`config.mk`:
```
export PLATFORM = sky130hd
export DESIGN_NAME = instr_fetch
export DESIGN_NICKNAME = d
export VERILOG_FILES = /design/src/rtl/instr_fetch.sv
export SDC_FILE = /design/constraint.sdc
export NUM_CORES = 1
export LEC_CHECK = 0
export BUFFER_PORTS_ARGS = -buffer_cell sky130_fd_sc_hd__buf_4
export CAP_MARGIN = 10
export CELL_PAD_IN_SITES_DETAIL_PLACEMENT = 1
export CELL_PAD_IN_SITES_GLOBAL_PLACEMENT = 1
export CORE_ASPECT_RATIO = 1.5
export CORE_MARGIN = 4
export CORE_UTILIZATION = 42
export DETAILED_ROUTE_END_ITERATION = 7
export PLACE_DENSITY_LB_ADDON = 0.1
export SYNTH_ARGS = -nofsm -noshare
export SYNTH_HDL_FRONTEND = slang
export SYNTH_SLANG_ARGS = --single-unit
```
`constraint.sdc`:
```
create_clock -name clk -period 3.5 [get_ports clk]
set_clock_uncertainty 0.2 [all_clocks]
set_input_delay 0.7 -clock clk [delete_from_list [all_inputs] [get_ports clk]]
set_output_delay 0.7 -clock clk [all_outputs]
set_load 0.03 [all_outputs]
```
`src/rtl/instr_fetch.sv`:
```
// Instruction fetch: one outstanding imem request, PC update on grant, IF/ID FIFO to decode.
// Head is valid 1 cycle after rvalid; fetching pauses while the FIFO is full and resumes on id_ready pop.
module instr_fetch #(
  parameter int FIFO_DEPTH = 2,
  parameter int PC_STEP    = 4
) (
  input  logic        clk,
  input  logic        res,
  input  logic [31:0] pc_in,
  output logic        pc_write,
  output logic [31:0] next_pc,
  output logic        imem_req,
  output logic [31:0] imem_addr,
  input  logic        imem_gnt,
  input  logic        imem_rvalid,
  input  logic [31:0] imem_rdata,
  input  logic        redirect,
  input  logic [31:0] redirect_pc,
  output logic        if_valid,
  output logic [31:0] if_instr,
  output logic [31:0] if_pc,
  input  logic        id_ready
);

  localparam int AW = $clog2(FIFO_DEPTH);
  localparam int CW = AW + 1;
  localparam logic [CW-1:0] DEPTH_C = CW'(FIFO_DEPTH);

  typedef enum logic [2:0] {
    S_IDLE,
    S_REQ,
    S_WAIT,
    S_KILL_REQ,
    S_KILL_WAIT
  } state_t;

  state_t          r_state;
  logic [CW-1:0]   r_count;
  logic [AW-1:0]   r_wr_ptr;
  logic [AW-1:0]   r_rd_ptr;
  logic [31:0]     r_fifo_pc    [FIFO_DEPTH];
  logic [31:0]     r_fifo_instr [FIFO_DEPTH];

  logic [31:0]     w_redirect_pc;
  logic [31:0]     w_seq_pc;
  logic            w_push;
  logic            w_pop;
  logic [CW-1:0]   w_count_next;
  logic            w_unused;

  assign w_redirect_pc = {redirect_pc[31:2], 2'b00};
  assign w_unused      = ^redirect_pc[1:0];
  assign w_seq_pc      = imem_addr + 32'(PC_STEP);

  assign if_valid = (r_count != '0);
  assign if_pc    = r_fifo_pc[r_rd_ptr];
  assign if_instr = r_fifo_instr[r_rd_ptr];

  // A redirect flushes the buffer, so it masks both the push and the pop of that cycle.
  assign w_push       = (r_state == S_WAIT) && imem_rvalid && !redirect;
  assign w_pop        = if_valid && id_ready && !redirect;
  assign w_count_next = r_count + CW'(w_push) - CW'(w_pop);

  always_comb begin
    pc_write = 1'b0;
    next_pc  = '0;
    if (!res) begin
      pc_write = 1'b0;
      next_pc  = '0;
    end else if (redirect) begin
      pc_write = 1'b1;
      next_pc  = w_redirect_pc;
    end else if ((r_state == S_REQ) && imem_gnt) begin
      pc_write = 1'b1;
      next_pc  = w_seq_pc;
    end
  end

  always_ff @(posedge clk or negedge res) begin
    if (!res) begin
      r_state   <= S_IDLE;
      imem_req  <= 1'b0;
      imem_addr <= '0;
    end else begin
      case (r_state)
        S_IDLE: begin
          if (!redirect && (r_count < DEPTH_C)) begin
            r_state   <= S_REQ;
            imem_req  <= 1'b1;
            imem_addr <= pc_in;
          end
        end
        S_REQ: begin
          if (imem_gnt) begin
            imem_req <= 1'b0;
            r_state  <= redirect ? S_KILL_WAIT : S_WAIT;
          end else if (redirect) begin
            r_state <= S_KILL_REQ;
          end
        end
        S_WAIT: begin
          if (imem_rvalid) begin
            if (redirect) begin
              r_state <= S_IDLE;
            end else if (w_count_next < DEPTH_C) begin
              r_state   <= S_REQ;
              imem_req  <= 1'b1;
              imem_addr <= pc_in;
            end else begin
              r_state <= S_IDLE;
            end
          end else if (redirect) begin
            r_state <= S_KILL_WAIT;
          end
        end
        // Killed transactions still complete on the bus; their data is never buffered.
        S_KILL_REQ: begin
          if (imem_gnt) begin
            imem_req <= 1'b0;
            r_state  <= S_KILL_WAIT;
          end
        end
        S_KILL_WAIT: begin
          if (imem_rvalid) begin
            r_state <= S_IDLE;
          end
        end
        default: begin
          r_state  <= S_IDLE;
          imem_req <= 1'b0;
        end
      endcase
    end
  end

  always_ff @(posedge clk or negedge res) begin
    if (!res) begin
      r_count  <= '0;
      r_wr_ptr <= '0;
      r_rd_ptr <= '0;
      for (int i = 0; i < FIFO_DEPTH; i++) begin
        r_fifo_pc[i]    <= '0;
        r_fifo_instr[i] <= '0;
      end
    end else if (redirect) begin
      r_count  <= '0;
      r_wr_ptr <= '0;
      r_rd_ptr <= '0;
    end else begin
      if (w_push) begin
        r_fifo_pc[r_wr_ptr]    <= imem_addr;
        r_fifo_instr[r_wr_ptr] <= imem_rdata;
        r_wr_ptr               <= r_wr_ptr + 1'b1;
      end
      if (w_pop) begin
        r_rd_ptr <= r_rd_ptr + 1'b1;
      end
      r_count <= w_count_next;
    end
  end

endmodule

```
==> flow_metrics.tcl <==
set metrics [dict create \
    grt-ovfl-total 0 \
    yosys_most_used_dff "dfrtp_1" \
    clkLatencyLatePin_ns 0.43 \
    antenna_found_initial 0 \
    synthesis.area_um2 8250 \
    powerDensity_nw_per_um2 873 \
    rr_worst_depth 11 \
    endpoint "next_pc[27]" \
    timing.rr.start "r_state[2]" \
    postLayoutCoreUtil 0.563 \
    htreeDepth 4 \
    synth_warnings 0 \
    grt_max_degree 67 \
    worstPathMaxFanout 9 \
    holdCritPathClass "reg2reg" \
    die_x_um 122 \
    ys_types 48 \
    layout.nets 967 \
    cellLeakagePower_nw 5.13 \
    synth_area_leader_cell "dfrtp_1" \
    netlist_instances 638 \
    relSlewSlack 0.444 \
    rows 62 \
    grt_util_all_layers 0.211 \
    worst_slack_ns 0.165 \
    n_antenna_cell 0 \
    reg2reg_slack_ns 0.34 \
    ys_seq_area_frac 0.510 \
    cts.sinks 168 \
    wl_um 22800 \
    min_period_over_period 0.953 \
    critPathLaunchType "flip-flop" \
    critPathKind "reg2out" \
    yosys-top-cells-count "mux2_2 (208), dfrtp_1 (168), nand2_1 (43)" \
    finalPower_mw 9.46 \
    area_delta_synth_final_pct 31.4 \
    grt_first_pass_wirelength_um 36500 \
    ant_nets 0 \
    worstMarginPinSlew_ns 0.834 \
    max_cap_viol_count 0 \
    drc 0 \
    dr.pass1.iters 4 \
    synth.most_common_cell "mux2_2" \
    min_period_ns 3.33 \
    cts_tree "built" \
    dieHeight_um 180 \
    yosys.area.top_type_share 0.510 \
    cts.path.max_buffers 2 \
    clockRootBuffer "clkbuf_16" \
    tns_ns 0 \
    slew_violations 0 \
    outcome "complete, no violations" \
    crit_path_start "imem_addr[10]" \
    setup_viol 0 \
    grt_pass1_vias 6772 \
    rsz0062_at_grt "no" \
    place_ws_ns 0.195 \
    viasPerCell 5.26 \
    irDropWorstVdd_uv 449 \
    r2r_end "imem_addr[9]" \
    async_flop_share 1.00 \
    ios 233 \
    synth_seq_cells 168 \
    path_clk_slew_ns 0.07 \
    cp.arrival_ns 2.43 \
    core_um2 19200 \
    max_freq_mhz 300 \
    synth_area_leaders "dfrtp_1 (51%), mux2_2 (28%), xnor2_1 (2.7%), nand2_1 (2.0%), mux2_1 (1.5%)" \
    io_buffer_count 230 \
    syn-num-nets 743 \
    min_path_cells 1 \
    wl_per_cell_um 20.2 \
    drt_iter0_markers 203 \
    cts_made_buffers 17 \
    hold_violations 0 \
    worstPathRequired_ns 2.60 \
    synth_edf_count 0 \
    crit_path_end_kind "primary output" \
    dieArea_um2 22000 \
    initial_core_util 0.429 \
    vias 5951 \
    dp_hpwl_um 16500 \
    syn_area_per_cell_um2 12.9 \
    drive_gt1_frac 0.575 \
    gp_congestion 0.821 \
]
==> per-layer routing <==
| layer | track usage | share of wire | up-vias |
|---|---|---|---|
| li1 | - | - | 2719 |
| met1 | 0.228 | 0.37 | 3037 |
| met2 | 0.387 | 0.54 | 173 |
| met3 | 0.0686 | 0.070 | 22 |
| met4 | 0.0610 | 0.016 | 0 |
| met5 | 0 | 0 | - |
==> how the worst min path moves through the flow <==
stage	slack (ns)	end	startpoint
floorplan	0.20	imem_addr[0]	res
global placement	0.26	r_fifo_pc[15]	r_fifo_pc[15]
detailed placement	0.27	r_fifo_pc[28]	r_fifo_pc[28]
CTS	0.28	imem_addr[3]	pc_in[3]
global route	0.28	imem_addr[11]	pc_in[11]
finish	0.29	r_fifo_instr[62]	r_fifo_instr[62]
==> sequential cells by signal, summed over array words and instances, names as in the netlist <==
name and cells:
imem_req 1, r_wr_ptr 1, r_fifo_pc 64, r_rd_ptr 1
r_count 2, imem_addr 32, r_fifo_instr 64, r_state 3
==> power breakdown <==
part	total, mW	switching, mW	internal (mW)
sequential	3.35	0.727	2.62
combinational	4.20	2.30	1.90
clock	1.91	0.883	1.03
==> cells in the final DEF (no fill, tap or decap), types with 5 or more instances in the layout <==
master / n
inv_1: 9
nor2_1: 11
clkbuf_16: 17
dfrtp_1: 167
buf_4: 242
xnor2_1: 25
o21ai_0: 20
mux2_2: 208
nor2b_1: 9
o21ai_1: 11
xor2_1: 7
nand2_1: 42
nand3_1: 11
mux2_1: 11
nor3_1: 13
a22oi_1: 7
inv_8: 5
==> critical path, cell delays in order, from the launching register on <==
cell     delay, ns
dfrtp_1       0.53
and4_2        0.36
nand4_4       0.22
nor4_2        0.40
xnor2_1       0.22
o21ai_1       0.09
buf_4         0.17
==> repair_timing <==
item | 4_1_cts | 5_1_grt
endpoints found under the setup margin | 0 | 9
gates resized for setup | 0 | 1
hold buffers | 1 | 0
endpoints found under the hold margin | 26 | 0
buffers inserted | 0 | 1
==> cell type report <==
type	count	area [um2]
Fill cell	2063	8400
Sequential cell	168	4210
Multi-Input combinational cell	420	3790
Timing Repair Buffer	246	1880
Clock buffer	17	425
Tap cell	256	320
Clock inverter	15	184
Inverter	9	33.8
==> logic make-up after synthesis <==
kind of cell | synth area share
XOR/XNOR | 0.0367
flip-flops | 0.510
AND/OR/NAND/NOR | 0.0840
AO/OA/AOI/OAI | 0.0343
buffers and inverters | 0.0319
multiplexers | 0.299
adder cells (fa/ha/maj) | 0.00455
==> metrics by stage <==
stage | std cells | hold WS [ns] | cell area (um2)
6_report | 1131 | 0.291 | 10800
5_1_grt | 1131 | 0.277 | 10800
4_1_cts | 1130 | 0.276 | 10800
3_5_place_dp | 1097 | 0.272 | 10200
3_3_place_gp | 1097 | 0.261 | 10200
2_1_floorplan | 638 | 0.204 | 8250
Power figures use the tool's default switching activity.
